==> config.mk <==
export PLATFORM = sky130hd
export DESIGN_NAME = fetch_unit
export DESIGN_NICKNAME = d
export VERILOG_FILES = /design/src/rtl/fetch_unit.sv
export SDC_FILE = /design/constraint.sdc
export NUM_CORES = 1
export LEC_CHECK = 0
export CAP_MARGIN = 40
export CELL_PAD_IN_SITES_DETAIL_PLACEMENT = 0
export CELL_PAD_IN_SITES_GLOBAL_PLACEMENT = 1
export CORE_ASPECT_RATIO = 1.5
export CORE_MARGIN = 4
export CORE_UTILIZATION = 33
export DETAILED_ROUTE_END_ITERATION = 10
export PLACE_DENSITY_LB_ADDON = 0.2
export RECOVER_POWER = 100
export SYNTH_ARGS = -nofsm -noshare
export SYNTH_HDL_FRONTEND = slang
export SYNTH_SLANG_ARGS = --single-unit
==> constraint.sdc <==
create_clock -name clk -period 1.65 [get_ports clk]
set_input_delay 0.33 -clock clk [delete_from_list [all_inputs] [get_ports clk]]
set_output_delay 0.33 -clock clk [all_outputs]
set_load 0.03 [all_outputs]
==> src/rtl/fetch_unit.sv <==
// Program counter and instruction register for the 4-phase fetch path.
// Optional parity checking of fetched words is enabled by defining FETCH_PARITY_EN.
module fetch_unit #(
    parameter int unsigned          ADDR_W   = 8,
    parameter int unsigned          DATA_W   = 8,
    parameter int unsigned          OPC_W    = 3,
    parameter logic [ADDR_W-1:0]    RESET_PC = '0,
    parameter logic [OPC_W-1:0]     HALT_OPC = '1,
    parameter int unsigned          CNT_W    = 16
) (
    input  logic                    clk,
    input  logic                    rst,
    input  logic                    pc_en,
    input  logic                    ir_en,
    input  logic [DATA_W-1:0]       mem_rdata,
    input  logic                    mem_rpar,
    input  logic                    jmp_req,
    input  logic [ADDR_W-1:0]       jmp_addr,
    output logic [ADDR_W-1:0]       pc_addr,
    output logic [DATA_W-1:0]       ir,
    output logic [OPC_W-1:0]        opcode,
    output logic [DATA_W-OPC_W-1:0] operand,
    output logic                    ir_valid,
    output logic                    halted,
    output logic [CNT_W-1:0]        fetch_cnt,
    output logic                    par_err
);

    typedef enum logic [1:0] {
        PRIME = 2'd0,
        RUN   = 2'd1,
        HALT  = 2'd2
    } state_t;

    state_t             r_state;
    state_t             w_state_nxt;
    logic [ADDR_W-1:0]  r_pc;
    logic [DATA_W-1:0]  r_ir;
    logic               r_ir_valid;
    logic [CNT_W-1:0]   r_fetch_cnt;
    logic               w_par_hit;
    logic               w_halt_hit;
    logic               w_ir_load;
    logic               w_pc_load;

    // A bad word is rejected on the same strobe that would have loaded it.
`ifdef FETCH_PARITY_EN
    logic r_par_err;
    assign w_par_hit = (r_state == RUN) && ir_en && (^{mem_rdata, mem_rpar});
    assign par_err   = r_par_err;
`else
    logic w_unused_par;
    assign w_unused_par = mem_rpar;
    assign w_par_hit    = 1'b0;
    assign par_err      = 1'b0;
`endif

    // Halt decision looks at the IR contents from before this edge.
    assign w_halt_hit = pc_en && r_ir_valid && (opcode == HALT_OPC);

    // NOTE: every signal driven here gets a default first so no latch is inferred.
    always_comb begin
        w_state_nxt = r_state;
        w_ir_load   = 1'b0;
        w_pc_load   = 1'b0;
        case (r_state)
            PRIME: begin
                if (pc_en) w_state_nxt = RUN;
            end
            RUN: begin
                if (w_par_hit) begin
                    w_state_nxt = HALT;
                end else begin
                    w_ir_load = ir_en;
                    if (w_halt_hit) w_state_nxt = HALT;
                    else            w_pc_load   = pc_en;
                end
            end
            HALT:    w_state_nxt = HALT;
            default: w_state_nxt = PRIME;
        endcase
    end

    // NOTE: sequential state uses non-blocking assignments so all registers update together.
    always_ff @(posedge clk or posedge rst) begin
        if (rst) r_state <= PRIME;
        else     r_state <= w_state_nxt;
    end

    always_ff @(posedge clk or posedge rst) begin
        if (rst) begin
            r_pc        <= RESET_PC;
            r_ir        <= '0;
            r_ir_valid  <= 1'b0;
            r_fetch_cnt <= '0;
        end else begin
            if (w_pc_load) r_pc <= jmp_req ? jmp_addr : r_pc + ADDR_W'(1);
            if (w_ir_load) begin
                r_ir        <= mem_rdata;
                r_ir_valid  <= 1'b1;
                r_fetch_cnt <= r_fetch_cnt + CNT_W'(1);
            end else if (w_par_hit) begin
                r_ir_valid  <= 1'b0;
            end
        end
    end

`ifdef FETCH_PARITY_EN
    always_ff @(posedge clk or posedge rst) begin
        if (rst)            r_par_err <= 1'b0;
        else if (w_par_hit) r_par_err <= 1'b1;
    end
`endif

    assign pc_addr   = r_pc;
    assign ir        = r_ir;
    assign opcode    = r_ir[DATA_W-1 -: OPC_W];
    assign operand   = r_ir[DATA_W-OPC_W-1:0];
    assign ir_valid  = r_ir_valid;
    assign halted    = (r_state == HALT);
    assign fetch_cnt = r_fetch_cnt;

endmodule

-- After elaboration in Yosys (flattened, before gate mapping)
Index checks and enable logic that the tools add are counted.
- reduce and logical (&&, ||, !) cells: 4
- add/sub/neg operators: 2
- multiplexer cells: 7
- equality and inequality tests: 5
- operators with widths (operator ; count):
    $add A16 B1 Y16 const B ; 1
    $add A8 B1 Y8 const B ; 1
    $mux W8 ; 1
    $pmux W2 S3 ; 1
    $mux W2 ; 2
    $ne A2 B2 Y1 const B ; 2
    $eq A3 B3 Y1 const B ; 1
    $mux W1 ; 3
    $eq A2 B1 Y1 const B ; 1
    $eq A2 B2 Y1 const B ; 1
    $logic_and A1 B1 Y1 ; 2
    $logic_not A2 Y1 ; 1
    $reduce_and A2 Y1 ; 1
- logic and storage cells: 23
- output and inout bits: 43
- input port bits: 22
- flip-flop bits (word level): 35

-- Logic depth before layout (Yosys ltp)
Gate-level depths: netlist (run 1).
- depth after elaboration: 4
- mapped depth: 6

-- Least setup slack after synthesis (run 1)
OpenSTA, ideal clock, no wires.
- path kind: reg-to-reg
- start point: register r_fetch_cnt[0] (netlist: fetch_cnt[0])
- end point: register r_fetch_cnt[10] (netlist: fetch_cnt[10])
- setup slack: 0.061 ns
- required time: 1.516 ns
- path buffers: 0
- data arrival time: 1.455 ns
- clock period less this slack: 1.589 ns
- cell stages (with the launch flop): 6
- cells stage by stage: dfrtp_1 ha_1 and4_4 nor3b_4 nand3_1 xnor2_1
- cells in the longest elaborated chain, start to end: 1
- RTL lines (element ; RTL line ; text):
    start, declared ; 40 ; logic [CNT_W-1:0] r_fetch_cnt;
    start signal, assigned ; 101 ; r_fetch_cnt <= r_fetch_cnt + CNT_W'(1);
    $add A16 B1 Y16 ; 101 ;
No other way between the ends.
A chain may end at the register's enable or synchronous reset.

-- Worst setup path after layout (run 1)
- start point: input port pc_en
- end point: register r_state[1]
- cells in the longest elaborated chain, start to end: 4
- elaborated cells between the ends (all ways): 5
- RTL lines (element ; RTL line ; text):
    start, declared ; 13 ; input logic pc_en,
    $logic_and A1 B1 Y1 (2 in series) ; 59 ; assign w_halt_hit = pc_en && r_ir_valid && (opcode == HALT_OPC);
    $ne A2 B2 Y1 (no source line) ; n/a ;
    $reduce_and A2 Y1 (no source line) (*) ; n/a ;
    end signal, assigned ; 87 ; else r_state <= w_state_nxt;
    end, declared ; 35 ; state_t r_state;
Mark *: on every way between the ends. The rest lies on a longest branch, timed or not.

==> results of run 1 <==
[flip-flops by register name, summed over array words and instances (netlist names)]
| name | count |
|---|---|
| fetch_cnt | 16 |
| ir_valid | 1 |
| pc_addr | 8 |
| r_state | 2 |
| ir | 8 |
[cell type report]
class                           count  area share, %
Clock buffer                        6          2.982
Clock inverter                      2         0.5141
Inverter                            8          1.234
Multi-Input combinational cell     98          30.64
Sequential cell                    35          35.99
Tap cell                           66          3.393
Timing Repair Buffer               69          25.24
[stage by stage]
stage / hold WS, ps / total power (W) / instance area, um2 / TNS (ps) / instances
floorplan: 480.4 / 0.002762 / 1718 / 0 / 153
global placement: 463.6 / 0.003510 / 2395 / -423.2 / 275
detailed placement: 477.8 / 0.003581 / 2395 / -752.8 / 275
CTS: 406.5 / 0.003961 / 2429 / 0 / 283
global route: 506.9 / 0.004154 / 2434 / 0 / 284
finish: 471.6 / 0.003901 / 2434 / 0 / 284
[worst max-delay path: cells and delay by family]
family / cells / cell delay (ps)
AO/OA/AOI/OAI: 2 / 490
buffers and inverters: 2 / 640
multiplexers: 1 / 300
[per-layer routing]
metal	global-route usage, %	vias up
met1	14.34	670
met2	23.10	49
met5	0	-
met3	5.257	7
met4	6.937	0
li1	-	647
[power breakdown]
part / leakage [nW] / switching (W) / internal (W)
Combinational: 0.663 / 0.00119 / 0.000711
Sequential: 0.432 / 0.000266 / 0.00112
Clock: 0.0412 / 0.000312 / 0.000295
Total: 1.14 / 0.00177 / 0.00213
[logic make-up (layout without fill, tap and decap cells)]
group	after synthesis	count (layout)	synth area share [%]
AO/OA/AOI/OAI	21	21	7.647
XOR/XNOR	15	15	7.648
adder cells (fa/ha/maj)	5	5	3.642
buffers and inverters	20	85	6.482
flip-flops	35	35	50.98
multiplexers	13	13	8.303
other	1	1	0.2183
AND/OR/NAND/NOR	43	43	15.08
[synth_stat cells]
library cell,instances
a21oi_1,5
a22oi_1,2
a2bb2oi_1,4
and3_1,3
and4_1,1
and4_4,1
buf_2,2
buf_4,9
clkbuf_1,1
clkinv_1,1
conb_1,1
dfrtp_1,35
ha_1,5
inv_1,7
mux2_2,10
mux2i_1,3
nand2_1,6
nand2_2,1
nand2b_1,2
nand3_1,14
nand4_1,4
nand4_2,1
nor2_1,7
nor3_1,1
nor3b_4,1
nor4_4,1
o21ai_0,7
o22ai_1,2
o2bb2ai_1,1
xnor2_1,13
xor2_1,2
[worst max path at each step]
stage	from	to	slack, ps	cells after the start
2_1_floorplan	fetch_cnt[0]	fetch_cnt[10]	60	5
3_3_place_gp	ir_en	fetch_cnt[11]	-80	5
3_5_place_dp	pc_en	r_state[1]	-180	5
4_1_cts	r_state[1]	pc_addr[4]	10	6
5_1_grt	fetch_cnt[3]	fetch_cnt[11]	20	4
6_report	pc_en	r_state[1]	60	5
[placed cells by master, fill, tap and decap left out, drive strengths merged, types with 3 or more instances in the layout]
cell,count
dfrtp,35
clkdlybuf4s50,19
a21oi,5
buf,3
clkbuf,11
mux2,10
inv,7
and3,3
nand2,7
nor2,7
o21ai,7
xnor2,13
mux2i,3
dlygate4sd2,41
nand3,14
ha,5
a2bb2oi,4
nand4,5
[timing repair]
action                     in CTS  in global routing
setup buffers                   0                  1
pin swaps                       0                  1
hold buffers                    0                  0
gates resized for setup        41                  4
setup endpoints to repair      41                 15
==> reports/qor.csv, run 1 <==
stage,metric,value,unit
route,wl_met3,276,um
critical_path,crit_arrival,1760,ps
sta,slew_violations,0,
power,vdd_drop_max,1.165,mV
critical_path,r2r_end,r_state[1],
place,portBuffers,62,
clock_network,cts_buffers,5,
min_path,hp-class,reg2reg,
synthesis,synthCells,153,
synthesis,synth_nets,180,
power,power_density,1603,mW/mm2
finish,multi_input_area,745.7,um2
clock_network,cts_buffer_depth,2,
die,dieArea,0.006448,mm2
synthesis,synth.avg_cell_area,11.23,um2
critical_path,worstPathMaxFanout,5,
route,drc,0,
route,wire_per_inst,14.00,um
place,dp_hpwl,3052,um
route,top_layer,met4,
critical_path,start_kind,primary input,
global_routing,overflow,0,
sta,max_freq,0.6294,GHz
critical_path,cp_common_cell,o21ai_0,
sta,hold_violations,0,
route,ant_nets,0,
finish,seqCellArea,875.8,um2
critical_path,r2r-start,r_state[1],
critical_path,crit_chain,clkdlybuf4s50_1 > inv_1 > o21ai_0 > o21ai_0 > mux2_2,
sta,rsz0062_at_grt,no,
route,drt_iter0_drc,63,
place,gp_congestion,0.6810,
sta,finClkSkew,7.353,ps
global_routing,antenna_found_initial,0,
sta,setup_slack,61.18,ps
clock_network,cts_root_buffer,clkbuf_8,
clock_network,clk_pin_slew,70,ps
global_routing,grt_pass1_vias,1464,
sta,setup_viol,0,
sta,fin_crit,1589,ps
synthesis,synth_area_leaders,"dfrtp_1 51%, xnor2_1 6.6%, mux2_2 6.6%, nand3_1 4.1%, buf_4 3.9%",
synthesis,synth_top_cell_by_area,dfrtp_1,
die,start_util,34.87,%
global_routing,grt_max_degree,36,
place,place_ws,-179.4,ps
global_routing,track_usage,13.57,%
route,routed-via-count,1373,
finish,drive_gt1_share,14.68,%
clock_network,cts.sinks,35,
critical_path,reg2reg_depth,6,
power,p_leak,1.136,nW
synthesis,ys_warn_count,0,
min_path,hold-path-cell-count,1,
min_path,holdPathEnd,fetch_cnt[15],
die,rows,31,
sta,relSlewSlack,41.80,%
critical_path,required,1820,ps
finish,diodes,0,
critical_path,endpoint_kind,flop,
synthesis,seq_area_frac_synth,50.98,%
synthesis,yosysTopAreaCellShare,50.98,%
sta,post-route-period-util,96.29,%
critical_path,slowest_stage,clkdlybuf4s50_1,
critical_path,worstSetupPathType,in2reg,
finish,n_fill_cell,505,
route,viasPerCell,4.835,
die,fp.dieW,66.91,um
route,first_pass_iters,4,
critical_path,cpPeakStageDelay,560,ps
synthesis,ys_ff_latch,35,
die,die_h,96.37,um
clock_network,cts_tree,built,
route,met1_length,1573,um
die,design.portCount,65,
die,core,0.004926,mm2
sta,tightestPinTransition,873.0,ps
route,met2_wirelength,2042,um
global_routing,grt_pass1_wl,6527,um
finish,area_delta_synth_final,41.66,%
clock_network,clk_latency,290,ps
min_path,hp-start,fetch_cnt[15],
finish,final_nets,244,
synthesis,synth_area,0.001718,mm2
job,maxCapViolCount,0,
route,drt_wl_total,3977,um
critical_path,regToRegSetupSlack,110,ps
finish,fin_util,49.40,%
run_status,status,"finished, final reports clean",
synthesis,synth_cell_types,31,
clock_network,h-tree-depth,2,
(Power assumes the default switching activity.)
==> run 2, diff against run 1 <==
Settings changed: SETUP_SLACK_MARGIN set to 0.15.
==> reports/qor.csv, run 2 (synthesized netlist as in run 1, its figures left out) <==
stage,metric,value,unit
run_status,status,"finished, final reports clean",
critical_path,reg2reg_depth,4,
clock_network,cts_root_buffer,clkbuf_8,
route,first_pass_iters,4,
sta,fin_tns_setup,0,ps
finish,fin_util,49.96,%
critical_path,cp.depth,4,
clock_network,h-tree-depth,2,
place,place_ws,-96.73,ps
sta,rsz0062_at_grt,yes,
clock_network,cts.sinks,35,
sta,tightestPinTransition,864.5,ps
die,fp.dieW,66.91,um
power,power_density,1594,mW/mm2
power,p_seq_share,35.7,%
global_routing,antenna_found_initial,0,
die,dieArea,0.006448,mm2
critical_path,slowest_stage,dfrtp_1,
critical_path,start_kind,flop,
place,portBuffers,62,
sta,hold_violations,0,
critical_path,critPathLaunch,r_state[0],
clock_network,clk_pin_slew,70,ps
power,p_int,0.002175,W
critical_path,crit_chain,ha_4 > nand2_2 > clkbuf_2 > mux2_2,
sta,post-route-period-util,92.88,%
power,p_comb_share,49.6,%
die,die_h,96.37,um
clock_network,cts_buffer_depth,2,
global_routing,grt_pass1_vias,1399,
finish,n_fill_cell,498,
power,vdd_drop_max,0.9097,mV
min_path,hp-class,reg2reg,
critical_path,endpoint,ir[3],
job,maxCapViolCount,0,
die,rows,31,
route,drc,0,
finish,seqCellArea,878.3,um2
critical_path,r2r-start,r_state[0],
critical_path,worstPathMaxFanout,13,
sta,max_freq,0.6525,GHz
route,routed-via-count,1369,
finish,mostFrequentLayoutCell,dlygate4sd2_1,
die,start_util,34.87,%
finish,diodes,0,
critical_path,r2r_end,ir[3],
critical_path,required,1810,ps
sta,slew_violations,0,
route,wire_per_inst,13.58,um
route,drt_wl_total,3926,um
global_routing,overflow,0,
power,p_leak,1.147,nW
sta,finClkSkew,9.184,ps
finish,largest_register_ffs,16,
critical_path,endpoint_kind,flop,
critical_path,worstSetupPathType,reg2reg,
die,design.portCount,65,
route,drt_iter0_drc,68,
critical_path,cpPeakStageDelay,430,ps
critical_path,cp_num_buf_inv,1,
route,ant_nets,0,
sta,relSlewSlack,42.37,%
finish,area_delta_synth_final,43.26,%
clock_network,ctsHoldBuffers,0,
critical_path,crit_arrival,1690,ps
global_routing,track_usage,13.35,%
finish,multi_input_area,752.0,um2
power,p_sw_share,44.56,%
sta,setup_slack,117.4,ps
critical_path,regToRegSetupSlack,120,ps
place,dp_hpwl,3002,um
sta,setup_viol,0,
power,switching_power,0.001748,W
die,core,0.004926,mm2
route,viasPerCell,4.737,
global_routing,grt_max_degree,36,
power,power_frac_clock,14.7,%
global_routing,grt_pass1_wl,6534,um
place,gp_congestion,0.7928,
clock_network,cts_tree,built,
finish,final_nets,249,
clock_network,cts_buffers,5,
clock_network,clk_latency,280,ps
finish,mostFrequentLayoutCells,"35 x dlygate4sd2_1, 33 x dfrtp_1, 19 x clkdlybuf4s50_1",
sta,fin_crit,1533,ps
finish,drive_gt1_share,20.18,%
critical_path,path_delay_family,flip-flops,
-- run 2: cell count changes in the layout (fill, tap and decap cells not counted), moves of 2 or more --
cell,change
clkbuf_4,-3
dfrtp_2,+2
clkdlybuf4s15_1,+2
dfrtp_1,-2
dlygate4sd2_1,-6
clkbuf_2,+4
buf_4,+7
-- run 2: power by group through the flow --
stage | registers, W | clock network (W) | logic, W
global route | 0.00145 | 0.000656 | 0.00211
finish | 0.00140 | 0.000576 | 0.00195
CTS | 0.00140 | 0.000603 | 0.00193
detailed placement | 0.00143 | 0 | 0.00217
floorplan | 0.00185 | 0 | 0.000917
global placement | 0.00140 | 0 | 0.00212
-- run 2: worst min-delay path by stage --
stage | startpoint | end | slack [ps] | depth (start not counted)
floorplan | rst | fetch_cnt[10] | 480 | 1
global placement | fetch_cnt[15] | fetch_cnt[15] | 470 | 1
detailed placement | fetch_cnt[15] | fetch_cnt[15] | 470 | 1
CTS | rst | pc_addr[3] | 410 | 3
global route | fetch_cnt[14] | fetch_cnt[14] | 500 | 1
finish | fetch_cnt[15] | fetch_cnt[15] | 470 | 1
-- run 2: worst register-to-register path, delay by kind of cell (launching register included) --
| kind | cells | cell delay [ps] |
|---|---|---|
| flip-flops | 1 | 430 |
| multiplexers | 1 | 380 |
| buffers and inverters | 1 | 320 |
| adder cells (fa/ha/maj) | 1 | 200 |
| AND/OR/NAND/NOR | 1 | 90 |
-- run 2: timing repair --
item,CTS,global route
pin swaps,1,8
resized for setup,46,15
buffers inserted,0,4
hold endpoints to repair,0,0
setup endpoints to repair,52,39
-- run 2: layout make-up --
type	count	share of cell area, %
well taps	66	3.355
clock inverters	1	0.2034
repair buffers	74	25.88
inverters	8	1.220
multi-input cells	98	30.55
flip-flops and latches	35	35.69
clock buffers	7	3.101
-- run 2: layer usage --
layer  vias to the layer above  track usage [%]  wire length (um)
met3                         2            5.724               298
met4                         0            4.061                27
li1                        666                -                 -
met5                         -                0                 0
met2                        43            22.93              2068
met1                       658            14.77              1532
-- run 2: through the flow --
stage | hold slack (ps) | instances | total power (W) | area, um2
3_3_place_gp | 467.1 | 277 | 0.003519 | 2417
4_1_cts | 409.4 | 285 | 0.003936 | 2451
6_report | 471.6 | 289 | 0.003923 | 2461
5_1_grt | 497.4 | 289 | 0.004211 | 2461
3_5_place_dp | 471.2 | 277 | 0.003596 | 2417
2_1_floorplan | 480.4 | 153 | 0.002770 | 1723
==> run 3, diff against run 2 <==
Settings changed: ABC_CLOCK_PERIOD_IN_PS set to 1650, CORE_MARGIN 4 to unset, MAX_ROUTING_LAYER set to met4.
==> reports/qor.csv, run 3 (synthesized netlist as in run 1, its figures left out) <==
stage,metric,value,unit
min_path,hp-class,reg2reg,
sta,relSlewSlack,40.24,%
sta,post-route-period-util,91.81,%
min_path,holdPathEnd,fetch_cnt[15],
critical_path,endpoint_kind,output port,
route,routed-via-count,1373,
finish,final_cell_area,0.002481,mm2
critical_path,crit_chain,clkdlybuf4s25_1,
sta,fin_crit,1515,ps
min_path,hp-start,fetch_cnt[15],
critical_path,worstSetupPathType,reg2out,
critical_path,cpPeakStageDelay,480,ps
finish,diodes,0,
clock_network,ctsHoldBuffers,0,
clock_network,h-tree-depth,2,
finish,n_fill_cell,505,
critical_path,slowest_stage,clkdlybuf4s25_1,
route,drt_iter0_drc,49,
clock_network,cts_buffer_depth,2,
place,portBuffers,62,
power,vdd_drop_max,0.8495,mV
global_routing,track_usage,15.85,%
critical_path,r2r-start,r_state[1],
sta,tightestPinTransition,896.4,ps
power,power_density,1679,mW/mm2
die,design.portCount,65,
finish,mostFrequentLayoutCell,dfrtp_1,
power,p_leak,1.130,nW
route,wire_per_inst,13.48,um
critical_path,start_kind,flop,
sta,max_freq,0.6601,GHz
critical_path,regToRegSetupSlack,150,ps
place,place_area,0.002407,mm2
place,dp_hpwl,2772,um
finish,largest_register_ffs,16,
die,dieArea,0.005504,mm2
clock_network,clk_latency,290,ps
sta,setup_viol,0,
route,viasPerCell,4.784,
min_path,hold-path-cell-count,1,
job,maxCapViolCount,0,
global_routing,antenna_found_initial,0,
critical_path,worstPathMaxFanout,5,
sta,slew_violations,0,
die,fp.dieW,60.91,um
sta,hold_violations,0,
critical_path,cp_num_buf_inv,1,
place,gp_congestion,0.8168,
clock_network,cts_root_buffer,clkbuf_8,
critical_path,required,1320,ps
run_status,status,"finished, final reports clean",
die,rows,31,
die,core,0.004926,mm2
die,die_h,90.37,um
clock_network,cts_buffers,5,
global_routing,grt_pass1_vias,1385,
finish,mostFrequentLayoutCells,"33 x dfrtp_1, 32 x dlygate4sd2_1, 19 x clkdlybuf4s50_1",
critical_path,r2r_end,pc_addr[7],
sta,finClkSkew,5.908,ps
critical_path,reg2reg_depth,7,
finish,drive_gt1_share,17.65,%
clock_network,cts_tree,built,
route,ant_nets,0,
clock_network,cts.sinks,35,
sta,fin_tns_setup,0,ps
route,drc,0,
finish,final_nets,247,
die,start_util,34.87,%
global_routing,grt_max_degree,36,
sta,rsz0062_at_grt,yes,
finish,seqCellArea,878.3,um2
finish,area_delta_synth_final,44.43,%
route,first_pass_iters,4,
critical_path,path_delay_family,buffers and inverters,
route,drt_wl_total,3869,um
global_routing,grt_pass1_wl,6354,um
global_routing,overflow,0,
finish,multi_input_area,749.5,um2
critical_path,crit_arrival,1180,ps
clock_network,clk_pin_slew,70,ps
-- run 3: area by class of cell --
class	count	area share, %
clock buffer	6	3.328
clock inverter	2	1.412
inverter	8	1.210
timing repair buffer	72	25.11
sequential	35	35.40
tap	66	3.328
multi-input combinational	98	30.21
-- run 3: stage by stage --
stage	hold WS, ps	std cells	total power [W]	utilization, %	setup slack [ps]
floorplan	480.4	153	0.002770	-	158.8
global placement	467.0	276	0.003523	48.87	-88.39
detailed placement	463.2	276	0.003563	48.87	-115.8
CTS	407.4	286	0.004185	50.72	118.1
global route	479.8	287	0.004425	50.37	31.21
finish	472.1	287	0.004165	50.37	135.1
-- run 3: report_power, final --
| group | switching [W] | leakage (nW) | internal (W) | total, W |
|---|---|---|---|---|
| clock network | 0.000318 | 0.0612 | 0.000489 | 0.000807 |
| registers | 0.000273 | 0.430 | 0.00113 | 0.00140 |
| logic | 0.00119 | 0.639 | 0.000772 | 0.00196 |
| total | 0.00178 | 1.13 | 0.00239 | 0.00417 |
-- run 3: how the worst max path moves through the flow --
stage / startpoint / end / slack, ps / cells after the start
2_1_floorplan: r_state[1] / fetch_cnt[10] / 160 / 6
3_3_place_gp: ir_en / fetch_cnt[11] / -90 / 5
3_5_place_dp: ir_en / fetch_cnt[11] / -120 / 5
4_1_cts: fetch_cnt[3] / fetch_cnt[3] / 120 / 1
5_1_grt: rst / fetch_cnt[0] / 30 / 3
6_report: pc_addr[0] / pc_addr[0] / 140 / 1
-- run 3: worst reg2reg max path, delay by kind of cell (launching register included) --
kind / cells / cell delay [ps]
fa+ha+maj: 1 / 160
simple gates: 3 / 460
buf+inv: 3 / 430
flops: 1 / 390
-- run 3: repair_timing --
| item | CTS | global route |
|---|---|---|
| endpoints found under the setup margin | 48 | 23 |
| gates resized for setup | 43 | 21 |
| pin swaps | 4 | 6 |
| buffers inserted | 2 | 1 |
-- run 3: metal layers --
metal / share of wire, % / global-route usage [%]
met4: 2.1 / 6.818
met2: 53 / 25.37
met3: 4.5 / 4.441
met1: 41 / 17.97
met5: 0 / -
